$ cat config.mk
export PLATFORM = sky130hd
export DESIGN_NAME = wb_commit_unit
export DESIGN_NICKNAME = d
export VERILOG_FILES = /design/src/rtl/wb_pkg.sv /design/src/rtl/load_extract.sv /design/src/rtl/wb_commit_unit.sv
export SDC_FILE = /design/constraint.sdc
export NUM_CORES = 1
export LEC_CHECK = 0
export BUFFER_PORTS_ARGS = -buffer_cell sky130_fd_sc_hd__buf_2
export CELL_PAD_IN_SITES_DETAIL_PLACEMENT = 1
export CELL_PAD_IN_SITES_GLOBAL_PLACEMENT = 2
export CORE_ASPECT_RATIO = 1.25
export CORE_MARGIN = 5
export CORE_UTILIZATION = 29
export DETAILED_ROUTE_END_ITERATION = 6
export PLACE_DENSITY_LB_ADDON = 0.1
export SYNTH_ARGS = -nofsm -noshare
export SYNTH_HDL_FRONTEND = slang
export SYNTH_SLANG_ARGS = --single-unit
$ cat constraint.sdc
create_clock -name clk -period 4.65 [get_ports clk]
set_input_delay 1.395 -clock clk [delete_from_list [all_inputs] [get_ports clk]]
set_output_delay 1.395 -clock clk [all_outputs]
set_load 0.05 [all_outputs]
$ cat src/rtl/wb_pkg.sv
// wb_pkg: shared definitions for the writeback/commit stage.
//   - result-source encodings for mem_to_reg
//   - load funct3 codes and the legality/alignment helper
//   - commit FSM state encoding
//   - rd/funct3 bit-field positions within the instruction word
package wb_pkg;

    localparam logic [1:0] WB_SRC_ALU  = 2'd0;
    localparam logic [1:0] WB_SRC_LOAD = 2'd1;
    localparam logic [1:0] WB_SRC_PC4  = 2'd2;

    localparam logic [2:0] F3_LB  = 3'b000;
    localparam logic [2:0] F3_LH  = 3'b001;
    localparam logic [2:0] F3_LW  = 3'b010;
    localparam logic [2:0] F3_LBU = 3'b100;
    localparam logic [2:0] F3_LHU = 3'b101;

    localparam int RD_LSB = 7;
    localparam int RD_MSB = 11;
    localparam int F3_LSB = 12;
    localparam int F3_MSB = 14;

    typedef enum logic [0:0] {
        ST_IDLE     = 1'b0,
        ST_WAIT_MEM = 1'b1
    } wb_state_e;

    // A load is accepted only for a known funct3 at a naturally aligned address.
    function automatic logic load_ok(input logic [2:0] funct3, input logic [1:0] addr);
        logic ok;
        case (funct3)
            F3_LB, F3_LBU: ok = 1'b1;
            F3_LH, F3_LHU: ok = ~addr[0];
            F3_LW:         ok = (addr == 2'b00);
            default:       ok = 1'b0;
        endcase
        return ok;
    endfunction

endpackage

$ cat src/rtl/load_extract.sv
// load_extract: picks the byte/halfword lane out of an aligned memory word and
// sign- or zero-extends it according to the load funct3.
//   funct3 in  3     load type (LB/LH/LW/LBU/LHU)
//   addr   in  2     low byte-address bits; selects the lane
//   rdata  in  XLEN  aligned word returned by data memory
//   data   out XLEN  value to be written to the register file
module load_extract
    import wb_pkg::*;
#(
    parameter int XLEN = 32
) (
    input  logic [2:0]      funct3,
    input  logic [1:0]      addr,
    input  logic [XLEN-1:0] rdata,
    output logic [XLEN-1:0] data
);

    logic [7:0]  byte_s;
    logic [15:0] half_s;

    // Byte lane select by addr[1:0].
    always_comb begin
        byte_s = rdata[7:0];
        case (addr)
            2'd0:    byte_s = rdata[7:0];
            2'd1:    byte_s = rdata[15:8];
            2'd2:    byte_s = rdata[23:16];
            2'd3:    byte_s = rdata[31:24];
            default: byte_s = rdata[7:0];
        endcase
    end

    // Halfword lane select by addr[1]; addr[0] is known to be 0 here.
    always_comb begin
        if (addr[1]) begin
            half_s = rdata[31:16];
        end else begin
            half_s = rdata[15:0];
        end
    end

    // Sign/zero extension by load type.
    always_comb begin
        data = {XLEN{1'b0}};
        case (funct3)
            F3_LB:   data = {{(XLEN-8){byte_s[7]}}, byte_s};
            F3_LH:   data = {{(XLEN-16){half_s[15]}}, half_s};
            F3_LW:   data = rdata;
            F3_LBU:  data = {{(XLEN-8){1'b0}}, byte_s};
            F3_LHU:  data = {{(XLEN-16){1'b0}}, half_s};
            default: data = {XLEN{1'b0}};
        endcase
    end

endmodule

$ cat src/rtl/wb_commit_unit.sv
// wb_commit_unit: writeback/commit stage driving the register-file write port.
// Selects ALU / load / PC+4 as the result, waits for variable-latency load
// responses (holding the front end with stall), and abandons a load after
// MEM_TIMEOUT wait cycles without a response.
//   clk, rst            clock, asynchronous active-high reset
//   instruction         rd=[11:7], funct3=[14:12]
//   reg_write           decode write enable
//   mem_to_reg          0=ALU, 1=LOAD, 2=PC4, 3=ALU
//   alu_result          ALU result / load byte address
//   pc_plus4            link value for JAL/JALR
//   mem_rvalid, mem_rdata   data memory read response
//   stall               combinational front-end hold
//   rf_we/rf_waddr/rf_wdata registered register-file write port
//   load_fault          pulse: illegal funct3 or misaligned load
//   mem_timeout         pulse: load abandoned
module wb_commit_unit
    import wb_pkg::*;
#(
    parameter int XLEN        = 32,
    parameter int MEM_TIMEOUT = 16
) (
    input  logic            clk,
    input  logic            rst,
    input  logic [31:0]     instruction,
    input  logic            reg_write,
    input  logic [1:0]      mem_to_reg,
    input  logic [XLEN-1:0] alu_result,
    input  logic [XLEN-1:0] pc_plus4,
    input  logic            mem_rvalid,
    input  logic [XLEN-1:0] mem_rdata,
    output logic            stall,
    output logic            rf_we,
    output logic [4:0]      rf_waddr,
    output logic [XLEN-1:0] rf_wdata,
    output logic            load_fault,
    output logic            mem_timeout
);

    localparam int              CW        = $clog2(MEM_TIMEOUT + 1);
    localparam logic [CW-1:0]   TIMEOUT_C = CW'(MEM_TIMEOUT);

    wb_state_e       state_r;
    logic [CW-1:0]   cnt_r;
    logic [4:0]      ld_rd_r;
    logic [2:0]      ld_f3_r;
    logic [1:0]      ld_addr_r;

    logic [4:0]      rd_s;
    logic [2:0]      funct3_s;
    logic            is_load_s;
    logic            load_ok_s;
    logic            accept_s;
    logic [XLEN-1:0] sel_data_s;
    logic [XLEN-1:0] ext_data_s;
    logic            unused_bits_s;

    assign rd_s      = instruction[RD_MSB:RD_LSB];
    assign funct3_s  = instruction[F3_MSB:F3_LSB];
    assign is_load_s = (mem_to_reg == WB_SRC_LOAD);
    assign load_ok_s = load_ok(funct3_s, alu_result[1:0]);
    assign accept_s  = (state_r == ST_IDLE) && reg_write && is_load_s && load_ok_s;

    // Opcode and upper instruction bits are decoded upstream.
    assign unused_bits_s = ^{instruction[31:15], instruction[6:0]};

    // Hold fetch while a load is being accepted or still waiting; the cycle the
    // counter hits the limit releases the front end. Reset releases it at once.
    assign stall = ~rst & (accept_s |
                   ((state_r == ST_WAIT_MEM) & ~mem_rvalid & (cnt_r != TIMEOUT_C)));

    // Non-load result source; the reserved encoding behaves as ALU.
    always_comb begin
        sel_data_s = alu_result;
        case (mem_to_reg)
            WB_SRC_PC4: sel_data_s = pc_plus4;
            default:    sel_data_s = alu_result;
        endcase
    end

    load_extract #(.XLEN(XLEN)) u_load_extract (
        .funct3 (ld_f3_r),
        .addr   (ld_addr_r),
        .rdata  (mem_rdata),
        .data   (ext_data_s)
    );

    // Commit FSM with registered write port and status pulses.
    always_ff @(posedge clk or posedge rst) begin
        if (rst) begin
            state_r     <= ST_IDLE;
            cnt_r       <= {CW{1'b0}};
            ld_rd_r     <= 5'd0;
            ld_f3_r     <= 3'd0;
            ld_addr_r   <= 2'd0;
            rf_we       <= 1'b0;
            rf_waddr    <= 5'd0;
            rf_wdata    <= {XLEN{1'b0}};
            load_fault  <= 1'b0;
            mem_timeout <= 1'b0;
        end else begin
            // Pulses default low so every write/fault/timeout lasts one cycle.
            rf_we       <= 1'b0;
            load_fault  <= 1'b0;
            mem_timeout <= 1'b0;
            case (state_r)
                ST_IDLE: begin
                    if (reg_write) begin
                        if (is_load_s) begin
                            if (load_ok_s) begin
                                ld_rd_r   <= rd_s;
                                ld_f3_r   <= funct3_s;
                                ld_addr_r <= alu_result[1:0];
                                cnt_r     <= {CW{1'b0}};
                                state_r   <= ST_WAIT_MEM;
                            end else begin
                                load_fault <= 1'b1;
                            end
                        end else begin
                            rf_we    <= (rd_s != 5'd0);
                            rf_waddr <= rd_s;
                            rf_wdata <= sel_data_s;
                        end
                    end else begin
                        state_r <= ST_IDLE;
                    end
                end
                ST_WAIT_MEM: begin
                    // A response arriving on the timeout cycle still commits.
                    if (mem_rvalid) begin
                        rf_we    <= (ld_rd_r != 5'd0);
                        rf_waddr <= ld_rd_r;
                        rf_wdata <= ext_data_s;
                        state_r  <= ST_IDLE;
                    end else if (cnt_r == TIMEOUT_C) begin
                        mem_timeout <= 1'b1;
                        state_r     <= ST_IDLE;
                    end else begin
                        cnt_r <= cnt_r + CW'(1);
                    end
                end
                default: state_r <= ST_IDLE;
            endcase
        end
    end

endmodule
==> impl_metrics.env, run 1 <==
export IMPL_min_period_over_period=0.837
export IMPL_cts_resized=0
export IMPL_fillers=1474
export IMPL_crit_slowest_cell="nor4_1"
export IMPL_finalHoldViolations=0
export IMPL_drt_iter0_markers=87
export IMPL_clockRootBuffer="clkbuf_16"
export IMPL_register_area_um2=1400
export IMPL_setup_viol=0
export IMPL_cp_common_cell="buf_2"
export IMPL_syn_inst=366
export IMPL_dp_cells=655
export IMPL_dieArea_um2=14800
export IMPL_worstPathMaxFanout=3
export IMPL_layout_drive_gt1_share=0.389
export IMPL_cts_setup_buffers=0
export IMPL_timing_setup_tns_ns=0
export IMPL_hpwl_um=9720
export IMPL_drtPass1Iterations=6
export IMPL_fin_nets=634
export IMPL_r2r_start="state_r"
export IMPL_most_common_layout_cells="buf_2, dfrtp_1, nand2_1, mux2i_1, nor3_1"
export IMPL_crit_start="instruction[12]"
export IMPL_worst_path_buf_inv=2
export IMPL_startpoint_type="input port"
export IMPL_hold_buffers=0
export IMPL_cts_tree="built"
export IMPL_worst_pin_slew_ns=1.08
export IMPL_layout_commonest_cell="buf_2"
export IMPL_crit_family="buffers and inverters"
export IMPL_final_cells=663
export IMPL_synth_fa_ha_area_frac=0.00695
export IMPL_place_congestion=0.775
export IMPL_async_flop_share=1.00
export IMPL_grtUsageTotal=0.172
export IMPL_drtAntennaViolNets=0
export IMPL_synth_top_area_cell="dfrtp_1"
export IMPL_muxShareOfSynthArea=0.166
export IMPL_routed_wirelength_um=12700
export IMPL_drv_slew=0
export IMPL_antenna_cells=0
export IMPL_grt_pass1_wl_um=19700
export IMPL_synthTopCellsByArea="dfrtp_1, mux2i_1, nand2_1"
export IMPL_clockBufferDepth=2
export IMPL_cp_end_kind="primary output"
export IMPL_synth_top_family_by_area="compound AO/OA/AOI/OAI gates"
export IMPL_cellPowerDensity_nw_per_um2=403
export IMPL_crit_type="in2out"
export IMPL_p_leak_uw=0.00221
export IMPL_synth_cell_type_count=45
export IMPL_maxCapViolations=0
export IMPL_cp_cell_sequence="buf_2, nor4_1, o21bai_1, a21oi_1, buf_2"
export IMPL_htree_levels=2
export IMPL_synthSimpleGateAreaFrac=0.164
export IMPL_synth_avg_cell_area_um2=9.84
export IMPL_slew_headroom=0.277
export IMPL_core_area_um2=12200
export IMPL_clk_latency_ns=0.30
export IMPL_grt_pass1_vias=3655
export IMPL_finClkSkew_ns=0.00992
export IMPL_yosysWarnings=0
export IMPL_cts_sinks=56
export IMPL_worst_ep_arrival_time_ns=2.50
export IMPL_synth_compound_area_frac=0.210
export IMPL_syn_nets=502
export IMPL_design_area_um2=4600
export IMPL_max_stage_delay_ns=0.38
export IMPL_multi_input_comb_area_um2=2010
export IMPL_max_vdd_ir_drop_mv=0.190
export IMPL_ys_ff_latch=56
export IMPL_synth_top_cell_area_share=0.389
export IMPL_pin_count=175
export IMPL_path_clk_slew_ns=0.08
export IMPL_std_cell_rows=45
export IMPL_viasPerCell=5.13
export IMPL_portBuffers=150
export IMPL_drc=0
export IMPL_vias=3402
export IMPL_die_height_um=135
export IMPL_hold_start="rf_waddr[2]"
export IMPL_max_freq_mhz=257
export IMPL_cts_inserted_buffers=5
export IMPL_gr_total_overflow=0
export IMPL_dpl_cell_area_um2=4450
export IMPL_cp_required_ns=3.25
export IMPL_hold_path_class="reg2reg"
export IMPL_rsz0062_at_grt="false"
export IMPL_synth_ff_type="dfrtp_1"
export IMPL_start_util=0.296
export IMPL_syn_area_um2=3600
export IMPL_run_status="completed"
export IMPL_post_route_util=0.378
export IMPL_wl_per_cell_um=19.1
export IMPL_antenna_found_initial=1
export IMPL_area_growth_pct=27.6
export IMPL_fin_crit_ns=3.89
export IMPL_yosysSeqAreaShare=0.389
export IMPL_synth_edff_count=0
export IMPL_synth_xor_area_share=0.00729
export IMPL_grt_start_max_net_pins=53
export IMPL_die_x_um=110
-- per-layer routing --
layer,up-vias,GRT usage,part of all wire
met5,-,0,0.00087
met4,2,0.0312,0.0079
met3,9,0.0378,0.060
met2,91,0.302,0.51
met1,1672,0.217,0.42
li1,1628,-,-
-- final timing paths --
| check | depth (start not counted) | slack (ns) | endpoint |
|---|---|---|---|
| min | 2 | 0.48 | rf_waddr[2] |
| max in group asynchronous | 3 | 2.59 | rf_wdata[29] |
| max | 5 | 0.76 | stall |
| max reg2reg | 5 | 1.69 | rf_wdata[0] |
| min reg2reg | 2 | 0.48 | rf_waddr[2] |
| min in group asynchronous | 2 | 1.22 | rf_wdata[7] |
-- kinds of logic (layout without fill, tap and decap cells) --
| family | after synthesis | after routing |
|---|---|---|
| buf+inv | 40 | 173 |
| mux | 56 | 56 |
| compound gates | 95 | 95 |
| xor+xnor | 3 | 3 |
| flops | 56 | 56 |
| simple gates | 114 | 114 |
| fa+ha+maj | 2 | 2 |
-- cells in the mapped netlist (all sizes together) (3+ instances only) --
cell type and count:
buf 17, inv 10, a21o 7, a221o 8, mux2i 37, clkbuf 13, nand2 47, a2111oi 7
mux2 19, o211ai 8, and2 3, nor3 27, o21ai 8, nand3 4, a211o 18, nand2b 4
a221oi 14, xnor2 3, dfrtp 56, nor2b 12, nor2 3, a21oi 18
-- state kept, by name (all words and copies together) (netlist names) --
name and cells:
mem_timeout 1, load_fault 1, state_r 1, rf_waddr 5, ld_rd_r 5, ld_f3_r 3, ld_addr_r 2, rf_wdata 32
cnt_r 5, rf_we 1
-- cell type report --
type | instances | share of cell area
clock buffer | 5 | 0.0272
clock inverter | 3 | 0.00517
inverter | 10 | 0.00817
multi-input combinational | 270 | 0.438
sequential | 56 | 0.305
tap | 164 | 0.0446
timing repair buffer | 155 | 0.171
-- metrics by stage --
step           hold slack, ns  worst slack (ns)  power, uW
6_report                0.483             0.758       1850
3_5_place_dp            0.469             0.738       1480
5_1_grt                 0.508             0.607       1970
3_3_place_gp            0.463             0.745       1460
2_1_floorplan           0.493             0.330       1270
4_1_cts                 0.488             0.733       1880
-- where the power goes --
group          total [uW]  internal (uW)  switching (uW)
sequential            678            583            94.9
clock                 397            202             196
combinational         779            268             511
-- tightest hold or removal path, delay by kind of cell, from the launching register on --
| kind | cells | cell delay (ns) |
|---|---|---|
| flip-flops | 1 | 0.35 |
| AO/OA/AOI/OAI | 1 | 0.06 |
| AND/OR/NAND/NOR | 1 | 0.04 |
Power figures use the tool's default switching activity.
==> run 2: changes to the inputs <==
--- a/config.mk
+++ b/config.mk
@@ -10,7 +10,7 @@
 export CELL_PAD_IN_SITES_GLOBAL_PLACEMENT = 2
 export CORE_ASPECT_RATIO = 1.25
 export CORE_MARGIN = 5
-export CORE_UTILIZATION = 29
+export CORE_UTILIZATION = 27
 export DETAILED_ROUTE_END_ITERATION = 6
 export PLACE_DENSITY_LB_ADDON = 0.1
 export SYNTH_ARGS = -nofsm -noshare
==> constraint.sdc (replaced) <==
create_clock -name clk -period 3.7 [get_ports clk]
set_input_delay 1.11 -clock clk [delete_from_list [all_inputs] [get_ports clk]]
set_output_delay 1.11 -clock clk [all_outputs]
set_load 0.05 [all_outputs]
==> run 2 against run 1 <==
  * Clock power is 44% higher
  * Hold slack hardly changed
  * Core utilization shrank 2.2 points
  * Critical path depth unchanged
  * Sequential power rose by 25%
  * Via count grew 0.44%
  * Flip-flop and latch count stayed put
  * First-iteration DRC count down 23%
  * Die area up 6.8%
  * Worst setup slack got worse by 0.35 ns
  * Largest cell class unchanged
==> impl_metrics.env, run 2 (same netlist as run 1, synthesis figures left out) <==
export IMPL_drc=0
export IMPL_grt_start_max_net_pins=44
export IMPL_routed_wirelength_um=13200
export IMPL_path_clk_slew_ns=0.08
export IMPL_rsz0062_at_grt="false"
export IMPL_crit_type="in2out"
export IMPL_startpoint_type="input port"
export IMPL_hold_buffers=0
export IMPL_worst_path_buf_inv=2
export IMPL_gr_total_overflow=0
export IMPL_worst_pin_slew_ns=0.988
export IMPL_p_leak_uw=0.00225
export IMPL_multi_input_comb_area_um2=2020
export IMPL_grt_pass1_vias=3736
export IMPL_cts_sinks=56
export IMPL_cts_resized=0
export IMPL_layout_commonest_cell="buf_2"
export IMPL_seq_power_share=0.350
export IMPL_grt_pass1_wl_um=20600
export IMPL_start_util=0.273
export IMPL_finalHoldViolations=0
export IMPL_timing_setup_tns_ns=0
export IMPL_crit_slowest_cell="nor4_1"
export IMPL_hpwl_um=10400
export IMPL_vias=3417
export IMPL_run_status="completed"
export IMPL_htree_levels=2
export IMPL_drt_iter0_markers=67
export IMPL_largest_register_ffs=32
export IMPL_worst_ep_arrival_time_ns=2.18
export IMPL_register_area_um2=1400
export IMPL_viasPerCell=5.06
export IMPL_max_freq_mhz=304
export IMPL_max_stage_delay_ns=0.35
export IMPL_maxCapViolations=0
export IMPL_cts_inserted_buffers=5
export IMPL_antenna_found_initial=1
export IMPL_slew_headroom=0.340
export IMPL_regMostFlops="rf_wdata"
export IMPL_pin_count=175
export IMPL_die_x_um=113
export IMPL_cp_common_cell="buf_2"
export IMPL_drv_slew=0
export IMPL_die_height_um=139
export IMPL_cp_end_kind="primary output"
export IMPL_post_route_util=0.356
export IMPL_min_period_over_period=0.889
export IMPL_cellPowerDensity_nw_per_um2=516
export IMPL_fin_crit_ns=3.29
export IMPL_antenna_cells=0
export IMPL_most_common_layout_cells="buf_2, dfrtp_1, nand2_1, mux2i_1, nor3_1"
export IMPL_cts_tree="built"
export IMPL_wl_per_cell_um=19.6
export IMPL_grtUsageTotal=0.165
export IMPL_p_clk_frac=0.237
export IMPL_clockBufferDepth=2
export IMPL_finClkSkew_ns=0.00726
export IMPL_clk_latency_ns=0.30
export IMPL_power_frac_comb=0.413
export IMPL_area_growth_pct=30.0
export IMPL_fillers=1558
export IMPL_p_sw_frac=0.421
export IMPL_cellInternalPower_uw=1400
export IMPL_drtAntennaViolNets=0
export IMPL_cp_required_ns=2.59
export IMPL_worstPathMaxFanout=3
export IMPL_place_congestion=0.762
export IMPL_portBuffers=150
export IMPL_dieArea_um2=15800
export IMPL_setup_ws_ns=0.409
export IMPL_max_vdd_ir_drop_mv=0.245
export IMPL_power_switching_uw=1020
export IMPL_layout_drive_gt1_share=0.397
export IMPL_setup_viol=0
export IMPL_hold_path_class="reg2reg"
export IMPL_std_cell_rows=47
export IMPL_dp_slack_ns=0.393
export IMPL_cp_cell_sequence="buf_2, nor4_1, o21bai_1, a21oi_2, buf_2"
export IMPL_cts_setup_buffers=0
export IMPL_crit_family="buffers and inverters"
export IMPL_r2r_slack_ns=1.52
export IMPL_core_area_um2=13200
export IMPL_fin_nets=639
export IMPL_clockRootBuffer="clkbuf_16"
export IMPL_drtPass1Iterations=4
## run 2: cell count changes in the layout (fill, tap and decap cells not counted), sizes merged
| cell | previous run | this run |
|---|---|---|
| buf | 155 | 160 |
| bufinv | 0 | 1 |
| clkinv | 1 | 2 |
| clkinvlp | 2 | 0 |
## run 2: layer usage
| layer | routed length [um] | track usage | share of wire |
|---|---|---|---|
| met3 | 765 | 0.0397 | 0.058 |
| met2 | 6660 | 0.287 | 0.50 |
| met4 | 152 | 0.0335 | 0.012 |
| met5 | 7 | 0 | 0.00053 |
| met1 | 5620 | 0.208 | 0.43 |
## run 2: final timing paths
check                               end             from  depth (start not counted)
max in group asynchronous   rf_wdata[3]              rst                          3
max                               stall  instruction[12]                          5
max reg2reg                rf_wdata[13]     ld_addr_r[1]                          4
min in group asynchronous  ld_addr_r[0]              rst                          2
min                         rf_waddr[0]      rf_waddr[0]                          2
min reg2reg                 rf_waddr[0]      rf_waddr[0]                          2
## run 2: metrics by stage
step	instances	hold WS, ns	total power, uW	cell area, um2
3_5_place_dp	667	0.473	1880	4510
5_1_grt	675	0.514	2550	4680
4_1_cts	675	0.491	2460	4680
3_3_place_gp	667	0.462	1860	4510
2_1_floorplan	366	0.493	1600	3610
6_report	675	0.483	2420	4680
## run 2: cell type report
type / count / area share
clock inverter: 3 / 0.0102
inverter: 10 / 0.00801
sequential: 56 / 0.299
tap: 171 / 0.0457
clock buffer: 5 / 0.0267
timing repair buffer: 160 / 0.179
multi-input combinational: 270 / 0.431
## run 2: power groups by stage
stage,sequential [uW],combinational [uW],clock (uW)
floorplan,1120,478,0
detailed placement,860,1020,0
global placement,856,1000,0
CTS,848,1020,592
finish,847,999,573
global route,869,1080,606
## run 2: tightest hold or removal path, stage by stage (launching register included)
cell and delay [ns]:
dfrtp_1 0.35, nand2_1 0.05, o21ai_0 0.06
==> run 3: changes to the inputs <==
--- a/config.mk
+++ b/config.mk
@@ -5,7 +5,7 @@
 export SDC_FILE = /design/constraint.sdc
 export NUM_CORES = 1
 export LEC_CHECK = 0
-export BUFFER_PORTS_ARGS = -buffer_cell sky130_fd_sc_hd__buf_2
+export BUFFER_PORTS_ARGS = -buffer_cell sky130_fd_sc_hd__buf_4
 export CELL_PAD_IN_SITES_DETAIL_PLACEMENT = 1
 export CELL_PAD_IN_SITES_GLOBAL_PLACEMENT = 2
 export CORE_ASPECT_RATIO = 1.25
==> run 3 against run 2 <==
  * Design area increased by 7.9%
  * Core utilization up 2.8 points
  * Largest cell class unchanged
  * First-iteration DRC count up 110%
  * Combinational power increased by 8%
  * Power increased by 3.4%
  * Non-clock buffer count up 1
  * Largest power group unchanged
  * Maximum frequency is 1.9% higher
  * Clock skew fell by 0.0030 ns
==> impl_metrics.env, run 3 (same netlist as run 1, synthesis figures left out) <==
export IMPL_cellPowerDensity_nw_per_um2=495
export IMPL_layout_commonest_cell="buf_4"
export IMPL_hold_path_class="reg2reg"
export IMPL_finClkSkew_ns=0.00425
export IMPL_cp_required_ns=2.59
export IMPL_grt_pass1_wl_um=21400
export IMPL_path_clk_slew_ns=0.08
export IMPL_cellInternalPower_uw=1480
export IMPL_drtAntennaViolNets=0
export IMPL_power_switching_uw=1020
export IMPL_antenna_cells=0
export IMPL_drc=0
export IMPL_core_area_um2=13200
export IMPL_power_uw=2500
export IMPL_worst_pin_slew_ns=0.994
export IMPL_start_util=0.273
export IMPL_dp_cells=668
export IMPL_cts_inserted_buffers=5
export IMPL_maxCapViolations=0
export IMPL_vias=3388
export IMPL_std_cell_rows=47
export IMPL_crit_type="in2out"
export IMPL_min_period_over_period=0.873
export IMPL_drv_slew=0
export IMPL_cts_sinks=56
export IMPL_p_leak_uw=0.00237
export IMPL_regMostFlops="rf_wdata"
export IMPL_fin_crit_ns=3.23
export IMPL_cp_end_kind="primary output"
export IMPL_htree_levels=2
export IMPL_slew_headroom=0.320
export IMPL_dieArea_um2=15800
export IMPL_cp_cell_sequence="buf_4, nor4_1, o21bai_1, a21oi_2, buf_4"
export IMPL_cts_setup_buffers=0
export IMPL_wl_per_cell_um=19.8
export IMPL_run_status="completed"
export IMPL_max_vdd_ir_drop_mv=0.241
export IMPL_antenna_found_initial=0
export IMPL_place_congestion=0.778
export IMPL_fin_nets=640
export IMPL_power_frac_comb=0.431
export IMPL_p_sw_frac=0.407
export IMPL_grt_start_max_net_pins=32
export IMPL_max_stage_delay_ns=0.35
export IMPL_portBuffers=150
export IMPL_finalHoldViolations=0
export IMPL_max_freq_mhz=310
export IMPL_final_cells=676
export IMPL_grt_pass1_vias=3915
export IMPL_seq_power_share=0.342
export IMPL_die_x_um=113
export IMPL_most_common_layout_cells="buf_4, dfrtp_1, nand2_1, mux2i_1, nor3_1"
export IMPL_drtPass1Iterations=4
export IMPL_post_route_util=0.384
export IMPL_grtUsageTotal=0.171
export IMPL_crit_slowest_cell="nor4_1"
export IMPL_layout_drive_gt1_share=0.398
export IMPL_pin_count=175
export IMPL_rsz0062_at_grt="false"
export IMPL_drt_iter0_markers=142
export IMPL_p_clk_frac=0.228
export IMPL_register_area_um2=1400
export IMPL_clockRootBuffer="clkbuf_16"
export IMPL_worstPathMaxFanout=3
export IMPL_hpwl_um=10600
export IMPL_fillers=1567
export IMPL_multi_input_comb_area_um2=2020
export IMPL_die_height_um=139
export IMPL_timing_setup_tns_ns=0
export IMPL_clk_latency_ns=0.30
export IMPL_cp_common_cell="buf_4"
export IMPL_startpoint_type="input port"
export IMPL_routed_wirelength_um=13400
export IMPL_largest_register_ffs=32
export IMPL_cts_tree="built"
export IMPL_clockBufferDepth=2
export IMPL_setup_viol=0
export IMPL_area_growth_pct=40.3
export IMPL_worst_ep_arrival_time_ns=2.12
export IMPL_gr_total_overflow=0
export IMPL_viasPerCell=5.01
export IMPL_cts_resized=0
export IMPL_hold_buffers=0
[run 3: cell count changes in the layout (fill, tap and decap cells not counted)]
| cell | delta |
|---|---|
| buf_2 | -150 |
| clkinvlp_4 | +1 |
| inv_6 | +1 |
| buf_12 | -1 |
| clkinv_4 | -2 |
| buf_4 | +152 |
[run 3: per-stage QoR]
stage               hold slack [ns]  setup WS (ns)  instance area (um2)
global placement              0.471          0.430                 4880
CTS                           0.490          0.434                 5050
finish                        0.486          0.470                 5050
floorplan                     0.493          0.223                 3610
detailed placement            0.472          0.436                 4880
global route                  0.511          0.375                 5050
[run 3: area by class of cell]
class                      instances  area share
inverter                          10     0.00743
sequential                        56       0.278
multi-input combinational        270       0.399
tap                              171      0.0423
clock inverter                     3     0.00916
clock buffer                       5      0.0248
timing repair buffer             161       0.239
[run 3: worst paths after layout]
path                            startpoint            to  slack [ns]  depth (start not counted)
hold / removal                 rf_waddr[0]   rf_waddr[0]        0.49                          2
max in group asynchronous              rst       state_r        2.49                          3
min in group asynchronous              rst  rf_wdata[31]        0.89                          3
hold reg to reg                rf_waddr[0]   rf_waddr[0]        0.49                          2
setup reg to reg                   state_r   rf_wdata[3]        1.50                          5
setup / recovery           instruction[12]         stall        0.47                          5
[run 3: power by group through the flow]
stage,sequential (uW),clock [uW],combinational [uW]
detailed placement,868,0,1090
CTS,856,589,1100
global placement,860,0,1080
floorplan,1120,0,478
finish,854,569,1080
global route,875,609,1160
[run 3: metal layers]
metal | vias up | wire [um] | share of wire | track usage
li1 | 1634 | - | - | -
met2 | 87 | 6930 | 0.52 | 0.310
met5 | - | 0 | 0 | 0
met3 | 6 | 751 | 0.056 | 0.0410
met4 | 0 | 102 | 0.0076 | 0.0285
met1 | 1661 | 5580 | 0.42 | 0.205
[run 3: critical path: cells and delay by family]
| family | cells | cell delay (ns) |
|---|---|---|
| AO/OA/AOI/OAI | 2 | 0.33 |
| AND/OR/NAND/NOR | 1 | 0.35 |
| buffers and inverters | 2 | 0.33 |
